$ cat config.mk
export PLATFORM = sky130hd
export DESIGN_NAME = range_frame_gen_flat
export DESIGN_NICKNAME = d
export VERILOG_FILES = /design/src/rtl/range_frame_gen_if.sv /design/src/rtl/range_frame_gen.sv /design/src/flat_wrapper.sv
export SDC_FILE = /design/constraint.sdc
export NUM_CORES = 1
export LEC_CHECK = 0
export CAP_MARGIN = 20
export CORE_MARGIN = 2
export CORE_UTILIZATION = 59
export DETAILED_ROUTE_END_ITERATION = 8
export GPL_TIMING_DRIVEN = 0
export MAX_ROUTING_LAYER = met4
export PLACE_DENSITY_LB_ADDON = 0.15
export SLEW_MARGIN = 20
export SYNTH_ARGS = -nofsm -noshare
export SYNTH_HDL_FRONTEND = slang
export SYNTH_SLANG_ARGS = --single-unit
export TNS_END_PERCENT = 20
$ cat constraint.sdc
create_clock -name clock -period 4.4 [get_ports clock]
set_input_delay 0.88 -clock clock [delete_from_list [all_inputs] [get_ports clock]]
set_output_delay 0.88 -clock clock [all_outputs]
set_load 0.05 [all_outputs]
$ cat src/rtl/range_frame_gen_if.sv
// Sample-in / frame-out bundle for range_frame_gen.
// Latency: none, this is only wiring.
// Backpressure: in_ready is driven by the slave, and the frame side has no ready signal.
//
// Signals:
//   in_data/in_valid/in_last/in_ready : producer stream (valid/ready handshake)
//   data_out/go/finish/busy/drop       : frame protocol toward the range-finding stage
interface range_frame_gen_if #(
  parameter int WIDTH = 16
);
  logic [WIDTH-1:0] in_data;
  logic             in_valid;
  logic             in_last;
  logic             in_ready;
  logic [WIDTH-1:0] data_out;
  logic             go;
  logic             finish;
  logic             busy;
  logic             drop;

  // Producer / testbench side.
  modport master (
    output in_data, in_valid, in_last,
    input  in_ready, data_out, go, finish, busy, drop
  );

  // Block side.
  modport slave (
    input  in_data, in_valid, in_last,
    output in_ready, data_out, go, finish, busy, drop
  );
endinterface

$ cat src/rtl/range_frame_gen.sv
// Buffers whole frames from a valid/ready sample stream and replays each one as a gap-free go/data/finish burst.
// Latency: go appears one edge after the frame's last word is accepted if the reader is idle; one idle cycle separates frames.
// Backpressure: in_ready drops while the FIFO is full of held words; oversize frames are discarded and flagged with drop.
//
// Ports:
//   clock, reset (async, active low)
//   bus.slave : in_data/in_valid/in_last/in_ready in, data_out/go/finish/busy/drop out
module range_frame_gen #(
  parameter int WIDTH = 16,
  parameter int DEPTH = 8
) (
  input  logic               clock,
  input  logic               reset,
  range_frame_gen_if.slave   bus
);

  localparam int AW = $clog2(DEPTH);
  localparam int CW = AW + 1;

  typedef enum logic {IDLE, EMIT} state_t;

  // Each entry holds {last flag, sample}.
  logic [WIDTH:0]  mem [DEPTH];

  logic [AW-1:0]   wptr;
  logic [AW-1:0]   rptr;
  logic [AW-1:0]   start_ptr;
  logic [CW-1:0]   fifo_count;
  logic [CW-1:0]   cur_len;
  logic [CW-1:0]   frames_pending;
  logic            discarding;
  state_t          state;

  logic [WIDTH-1:0] data_q;
  logic            go_q;
  logic            finish_q;
  logic            busy_q;
  logic            drop_q;

  logic            in_ready_i;
  logic            accept;
  logic            oversize;
  logic            wr_en;
  logic            rd_en;
  logic            rd_start;
  logic [WIDTH:0]  head;

  // A partial frame that has reached DEPTH must keep accepting so the
  // overflowing word can be seen and the frame rolled back. Otherwise a
  // full FIFO is plain backpressure. Held low while reset is asserted.
  assign in_ready_i = reset & (discarding |
                               (cur_len == CW'(DEPTH)) |
                               (fifo_count < CW'(DEPTH)));

  assign accept   = bus.in_valid & in_ready_i;
  assign oversize = accept & ~discarding & (cur_len == CW'(DEPTH));
  assign wr_en    = accept & ~discarding & ~oversize;

  // Reads happen on the go edge and on every EMIT edge until the last word
  // has been shown. The edge after finish is a deliberate idle gap.
  assign rd_start = (state == IDLE) && (frames_pending != '0);
  assign rd_en    = rd_start || ((state == EMIT) && !finish_q);
  assign head     = mem[rptr];

  assign bus.in_ready = in_ready_i;
  assign bus.data_out = data_q;
  assign bus.go       = go_q;
  assign bus.finish   = finish_q;
  assign bus.busy     = busy_q;
  assign bus.drop     = drop_q;

  // Storage array, left unreset: validity is tracked by the pointers.
  always_ff @(posedge clock) begin
    if (wr_en) begin
      mem[wptr] <= {bus.in_last, bus.in_data};
    end
  end

  // Write side: partial-frame tracking, rollback and discard.
  always_ff @(posedge clock or negedge reset) begin
    if (!reset) begin
      wptr       <= '0;
      start_ptr  <= '0;
      cur_len    <= '0;
      discarding <= 1'b0;
      drop_q     <= 1'b0;
    end else begin
      drop_q <= 1'b0;
      if (accept) begin
        if (discarding) begin
          if (bus.in_last) begin
            discarding <= 1'b0;
            drop_q     <= 1'b1;
          end
        end else if (oversize) begin
          // Free the partial words. start_ptr sits just past the newest
          // complete frame, so complete frames are never disturbed.
          wptr    <= start_ptr;
          cur_len <= '0;
          if (bus.in_last) begin
            drop_q <= 1'b1;
          end else begin
            discarding <= 1'b1;
          end
        end else begin
          wptr <= wptr + AW'(1);
          if (bus.in_last) begin
            cur_len   <= '0;
            start_ptr <= wptr + AW'(1);
          end else begin
            cur_len <= cur_len + CW'(1);
          end
        end
      end
    end
  end

  // Occupancy and frame counters, which both the write side and the read side update.
  always_ff @(posedge clock or negedge reset) begin
    if (!reset) begin
      fifo_count     <= '0;
      frames_pending <= '0;
    end else begin
      fifo_count     <= fifo_count + CW'(wr_en) - CW'(rd_en)
                        - (oversize ? cur_len : '0);
      frames_pending <= frames_pending + CW'(wr_en & bus.in_last)
                        - CW'(rd_start);
    end
  end

  // Read FSM with registered frame outputs.
  always_ff @(posedge clock or negedge reset) begin
    if (!reset) begin
      state    <= IDLE;
      rptr     <= '0;
      data_q   <= '0;
      go_q     <= 1'b0;
      finish_q <= 1'b0;
      busy_q   <= 1'b0;
    end else begin
      case (state)
        IDLE: begin
          if (rd_start) begin
            rptr     <= rptr + AW'(1);
            data_q   <= head[WIDTH-1:0];
            go_q     <= 1'b1;
            busy_q   <= 1'b1;
            finish_q <= head[WIDTH];
            state    <= EMIT;
          end
        end
        EMIT: begin
          if (finish_q) begin
            data_q   <= '0;
            go_q     <= 1'b0;
            finish_q <= 1'b0;
            busy_q   <= 1'b0;
            state    <= IDLE;
          end else begin
            rptr     <= rptr + AW'(1);
            data_q   <= head[WIDTH-1:0];
            go_q     <= 1'b0;
            finish_q <= head[WIDTH];
          end
        end
        default: state <= IDLE;
      endcase
    end
  end

endmodule

$ cat src/flat_wrapper.sv
// flat-port wrapper written by rule: the top's interface ports become plain ports
module range_frame_gen_flat 
#(
  parameter int WIDTH = 16,
  parameter int DEPTH = 8
)
  (clock, reset, bus_in_data, bus_in_valid, bus_in_last, bus_in_ready, bus_data_out, bus_go, bus_finish, bus_busy, bus_drop);
  range_frame_gen_if #(.WIDTH(WIDTH)) bus_i ();
  input  logic clock;
  input  logic reset;
  input wire logic [$bits(bus_i.in_data)-1:0] bus_in_data;
  input wire logic [$bits(bus_i.in_valid)-1:0] bus_in_valid;
  input wire logic [$bits(bus_i.in_last)-1:0] bus_in_last;
  output wire logic [$bits(bus_i.in_ready)-1:0] bus_in_ready;
  output wire logic [$bits(bus_i.data_out)-1:0] bus_data_out;
  output wire logic [$bits(bus_i.go)-1:0] bus_go;
  output wire logic [$bits(bus_i.finish)-1:0] bus_finish;
  output wire logic [$bits(bus_i.busy)-1:0] bus_busy;
  output wire logic [$bits(bus_i.drop)-1:0] bus_drop;
  assign bus_i.in_data = bus_in_data;
  assign bus_i.in_valid = bus_in_valid;
  assign bus_i.in_last = bus_in_last;
  assign bus_in_ready = bus_i.in_ready;
  assign bus_data_out = bus_i.data_out;
  assign bus_go = bus_i.go;
  assign bus_finish = bus_i.finish;
  assign bus_busy = bus_i.busy;
  assign bus_drop = bus_i.drop;
  range_frame_gen #(.WIDTH(WIDTH), .DEPTH(DEPTH)) u_core (.clock(clock), .reset(reset), .bus(bus_i));
endmodule
; ---- Word-level counts from Yosys, hierarchy flattened
; Memory sizes are Yosys's and may differ from the RTL's.
; Index checks and enable logic that the tools add are counted.
[totals]
regBits = 43
ramBits = 136
inputBits = 20
output_inout_bits = 21
word_cells = 76
memories = 1
[mem_list]
columns = memory, words, word_bits, rd, rd_ports_with_merged_regs, wr, line_no
row1 = u_core.mem, 8, 17, 1, 0, 1, range_frame_gen.sv:23  ; logic [WIDTH:0] mem [DEPTH];
[classes]
addsub = 8
magnitude_cmp = 1
eq_ne = 4
muxes = 29
bitwise = 11
n_reduce_logical = 9
[op_table]
columns = cell, count
row1 = $mux W16, 2
row2 = $pmux W16 S2, 1
row3 = $mux W1, 15
row4 = $mux W4, 3
row5 = $mux W3, 3
row6 = $pmux W1 S2, 4
row7 = $sub A4 B1 Y4, 2
row8 = $add A3 B1 Y3 const B, 2
row9 = $and A1 B1 Y1, 6
row10 = $pmux W3 S2, 1
row11 = $reduce_and A2 Y1, 3
row12 = $add A4 B1 Y4, 1
row13 = $add A4 B1 Y4 const B, 1
row14 = $add A4 B4 Y4, 1
row15 = $eq A4 B4 Y1 const B, 1
row16 = $lt A4 B4 Y1 const B, 1
row17 = $ne A2 B2 Y1 const B, 2
row18 = $reduce_and A4 Y1, 1
row19 = $reduce_bool A4 Y1, 1
row20 = $sub A4 B4 Y4, 1
row21 = $not A1 Y1, 3
row22 = $logic_and A1 B1 Y1, 2
row23 = $ne A2 B1 Y1 const B, 1
row24 = $or A1 B1 Y1, 2
row25 = 2 further kinds, 2

; ---- Depth between registers and ports, before layout
[depth]
word_depth = 12
depth_mapped = 14
ltp_nobuf = 12

; ---- Worst setup path before layout
; Ideal clock, no wire load.
[synth_path]
path_type = input-to-reg
from = in reset
to = mem u_core.mem[0][0] in the netlist's numbering (enable)
arrival_time_ns = 3.128
required_ns = 3.965
path_slack_ns = 0.837
cell_stages = 4
path_buffers = 1
cell_sequence = nand3b_1 -> or3_1 -> buf_6 -> nor4_1
[synth_via]
elab_chain_cells = 8
[synth_lines]
columns = item, line_no
row1 = start: declaration, flat_wrapper.sv:10  ; input logic reset;
row2 = $and A1 B1 Y1 *, range_frame_gen.sv:51  ; assign in_ready_i = reset & (discarding |
row3 = $and A1 B1 Y1 *, range_frame_gen.sv:55  ; assign accept = bus.in_valid & in_ready_i;
row4 = $and A1 B1 Y1 *, "range_frame_gen.sv:56, range_frame_gen.sv:57"
row5 = $and A1 B1 Y1, range_frame_gen.sv:56  ; assign oversize = accept & ~discarding & (cur_len == CW'(DEPTH));
row6 = $not A1 Y1, range_frame_gen.sv:57  ; assign wr_en = accept & ~discarding & ~oversize;
row7 = $and A1 B1 Y1 *, range_frame_gen.sv:57
row8 = $mux W1 *, range_frame_gen.sv:74  ; if (wr_en) begin
row9 = $mux W1 (implied by the code) *, range_frame_gen.sv:75  ; mem[wptr] <= {bus.in_last, bus.in_data};
row10 = end: declaration, range_frame_gen.sv:23
; Every way passes the cells marked *; elsewhere a longest branch is shown, timed or not.

; ---- Final worst setup path
[layout_path]
from = in bus_in_valid
to = reg u_core.fifo_count[3]
[layout_via]
elab_chain_cells = 8
[layout_lines]
columns = item, line_no
row1 = start: declaration, flat_wrapper.sv:12  ; input wire logic [$bits(bus_i.in_valid)-1:0] bus_in_valid;
row2 = $and A1 B1 Y1 *, range_frame_gen.sv:55
row3 = $and A1 B1 Y1 *, "range_frame_gen.sv:56, range_frame_gen.sv:57"
row4 = $and A1 B1 Y1, range_frame_gen.sv:56
row5 = $not A1 Y1, range_frame_gen.sv:57
row6 = $and A1 B1 Y1, range_frame_gen.sv:57
row7 = $add A4 B1 Y4, range_frame_gen.sv:124  ; fifo_count <= fifo_count + CW'(wr_en) - CW'(rd_en)
row8 = $sub A4 B1 Y4, range_frame_gen.sv:124
row9 = $sub A4 B4 Y4 *, range_frame_gen.sv:125  ; - (oversize ? cur_len : '0);
row10 = end signal: assignment, range_frame_gen.sv:124
row11 = end: declaration, range_frame_gen.sv:28  ; logic [CW-1:0] fifo_count;
; Marked as above.
; A chain may end at the register's enable or synchronous reset.

==> results.tsv <==
stage	metric	value	unit
logic_synthesis	synth_largest_area_cell	edfxtp_1	
clocking	cts_buffers	17	
detailed_routing	wirelength	13600	µm
finish	area_growth	18.8	%
clocking	clk_latency	0.42	ns
detailed_routing	firstDrtPassIters	4	
flow_run	drv_cap	0	
logic_synthesis	synth_edf_count	136	
floorplanning	dieWidth	115	µm
logic_synthesis	async_reset_ff_frac	0.240	
logic_synthesis	netlist_area	0.00723	mm²
floorplanning	io-pin-count	41	
critical_path	reg2reg_from	u_core.frames_pending[2]	
timing	setup_slack	0.718	ns
critical_path	r2r_end	u_core.fifo_count[3]	
grt	grt_max_degree	31	
critical_path	rrSetupSlack	0.94	ns
finish	fillCellCount	727	
clocking	cts_setup_buffers	0	
floorplanning	initial_utilization	0.604	
detailed_routing	routedWlPerCell	21.6	µm
floorplanning	core	0.0120	mm²
grt	grt_use_total	0.237	
timing	slew_viol_final	0	
detailed_routing	drtIter0Drc	340	
timing	rsz0062_at_grt	no	
finish	diodes	0	
grt	grt_antenna_before_repair	0	
finish	finalNetCount	508	
power	power_density	661	mW/mm²
logic_synthesis	syn_nets	435	
power	ir_worst_vdd	475	µV
grt	overflow	0	
critical_path	cp_max_fo	10	
placement	routabilityCongestion	0.758	
logic_synthesis	synth_area_leaders	edfxtp_1 57%, dfrtp_1 15%, mux4_2 11%, mux2i_1 2.4%, ha_1 2.1%	
timing	finClkSkew	0.00812	ns
critical_path	critical_path.endpoint_type	flip-flop	
timing	hold_viol	0	
placement	portBuffers	40	
clocking	clkSlewWorstSetupHoldPaths	0.07	ns
floorplanning	core.rowCount	40	
clocking	post_cts_resize_count	0	
logic_synthesis	netlist_instances	399	
detailed_routing	drc_errors	0	
detailed_routing	viasPerCell	5.93	
timing	period_share	0.837	
logic_synthesis	yosysWarnings	0	
logic_synthesis	syn-mean-instance-area	18.1	µm²
grt	grt_first_pass_wirelength	21300	µm
logic_synthesis	synthDistinctLibCells	45	
timing	slew_headroom	0.498	
power	power.leakage	3.10	nW
outcome	outcome	finished, final reports clean	
placement	dpl_cell_area	0.00798	mm²
detailed_routing	ant_nets	0	
logic_synthesis	synth_seq_area_share	0.714	
clocking	root_buffer	clkbuf_16	
clocking	cts_sinks	179	
clocking	h-tree-depth	4	
clocking	cts.path.max_buffers	2	
critical_path	crit_type	in -> reg	
floorplanning	die-area	0.0132	mm²
hold_path	hp-class	in -> async	
finish	fin_area	0.00859	mm²
detailed_routing	num_vias	3745	
timing	finalCriticalPeriod	3.68	ns
critical_path	start_kind	primary input	
placement	dpl.hpwl	9030	µm
timing	max_freq	272	MHz
clocking	cts_tree	yes	
clocking	hold_buffers	0	
critical_path	crit_path_end	u_core.fifo_count[3]	
critical_path	r2r_cells	12	
timing	setup_viol	0	
critical_path	setup.worst_path.start	bus_in_valid	
grt	grt_pass1_vias	3791	
logic_synthesis	ys.flop_type	edfxtp_1	
floorplanning	die_y	115	µm
logic_synthesis	synth_top_area_frac	0.565	
critical_path	worst-endpoint-arrival	4.03	ns
finish	layout-drive-gt1-share	0.231	
logic_synthesis	ys_ff_latch	179	
placement	place_ws	0.267	ns
timing	tightestPinTransition	0.750	ns
timing	hold_ws	0.390	ns
critical_path	cp.required	4.75	ns
## worst min path at each step
stage	startpoint	to	slack, ns	cells after the start
detailed placement	u_core.fifo_count[0]	u_core.fifo_count[0]	0.46	1
floorplan	u_core.fifo_count[0]	u_core.fifo_count[0]	0.44	1
finish	reset	u_core.bus.data_out[1]	0.39	1
global route	reset	u_core.bus.data_out[1]	0.41	1
global placement	u_core.fifo_count[0]	u_core.fifo_count[0]	0.46	1
CTS	reset	u_core.bus.data_out[1]	0.39	1
## where the power goes
part	switching, mW	internal [mW]	total (mW)
clock	0.613	0.913	1.53
sequential	0.141	2.04	2.18
combinational	1.11	0.863	1.98
total	1.87	3.81	5.68
## cell type report
class / instances / area, µm² / area share
inverter: 16 / 65.1 / 0.00758
clock buffer: 21 / 450 / 0.0524
sequential: 179 / 5160 / 0.601
tap: 147 / 184 / 0.0214
multi-input combinational: 185 / 1910 / 0.222
buffer: 19 / 131 / 0.0153
clock inverter: 11 / 150 / 0.0175
timing repair buffer: 54 / 539 / 0.0628
## per-layer routing
metal | global-route usage | up-vias | share of wire
li1 | - | 1684 | -
met1 | 0.319 | 1944 | 0.42
met2 | 0.364 | 96 | 0.51
met3 | 0.0598 | 21 | 0.051
met4 | 0.0748 | 0 | 0.016
met5 | - | - | 0
## worst max-delay path, cell delays in order
cell and delay [ns]:
clkdlybuf4s50_1 0.52, nand3b_1 0.11, buf_2 0.22, nor2_1 0.22, nand2_1 0.12, fa_1 0.43
fa_1 0.45, ha_1 0.22, fa_1 0.38, xnor2_1 0.18, xnor2_1 0.15, xnor2_1 0.13
## cell usage in the layout, fill, tap and decap left out, types with 2 or more instances in the layout
cell	count
a21boi_0	2
a21o_1	3
a21oi_1	7
a22o_1	2
a31oi_1	2
buf_12	2
buf_2	15
buf_4	8
buf_6	5
buf_8	3
bufinv_16	3
clkbuf_1	4
clkbuf_16	17
clkdlybuf4s50_1	39
clkinv_4	2
dfrtp_1	43
edfxtp_1	136
fa_1	4
ha_1	12
inv_1	14
inv_6	4
mux2_2	2
mux2i_1	17
mux4_2	34
nand2_1	27
nand2b_1	3
nand3_1	4
nand3b_1	2
nor2_1	13
nor2_2	2
nor2_4	2
nor3_2	3
nor4b_4	2
o21ai_0	18
xnor2_1	8
## Yosys cell counts (7+ instances only)
| cell type | n |
|---|---|
| nand2_1 | 27 |
| nor2_1 | 15 |
| o21ai_0 | 18 |
| dfrtp_1 | 43 |
| a21oi_1 | 7 |
| mux2i_1 | 17 |
| buf_2 | 11 |
| ha_1 | 12 |
| xnor2_1 | 8 |
| mux4_2 | 34 |
| inv_1 | 14 |
| edfxtp_1 | 136 |
## cell families (layout without fill, tap and decap cells)
| kind of cell | count (synthesis) | count (layout) | share of synthesized area |
|---|---|---|---|
| other | 1 | 1 | 0.000519 |
| XOR/XNOR | 9 | 9 | 0.0109 |
| AND/OR/NAND/NOR | 66 | 66 | 0.0487 |
| adder cells (fa/ha/maj) | 16 | 16 | 0.0319 |
| buffers and inverters | 35 | 121 | 0.0272 |
| AO/OA/AOI/OAI | 40 | 40 | 0.0343 |
| flip-flops | 179 | 179 | 0.714 |
| multiplexers | 53 | 53 | 0.133 |
## metrics by stage
| step | TNS [ns] | util | power, mW | std cells |
|---|---|---|---|---|
| after global placement | -252.45 | 0.653 | 4.12 | 586 |
| after detailed placement | 0 | 0.667 | 4.20 | 600 |
| after CTS | 0 | 0.718 | 5.73 | 632 |
| final | 0 | 0.718 | 5.68 | 632 |
| after floorplan | 0 | - | 3.64 | 399 |
| after global routing | 0 | 0.718 | 5.98 | 632 |
## registers in the layout (all words and copies together) (netlist names)
register	flops
u_core.start_ptr	3
u_core.rptr	3
u_core.bus.finish	1
u_core.cur_len	4
u_core.bus.drop	1
u_core.wptr	3
u_core.fifo_count	4
u_core.state	1
u_core.mem	136
u_core.discarding	1
u_core.bus.busy	1
u_core.bus.data_out	16
u_core.frames_pending	4
u_core.bus.go	1
(Power assumes the default switching activity.)
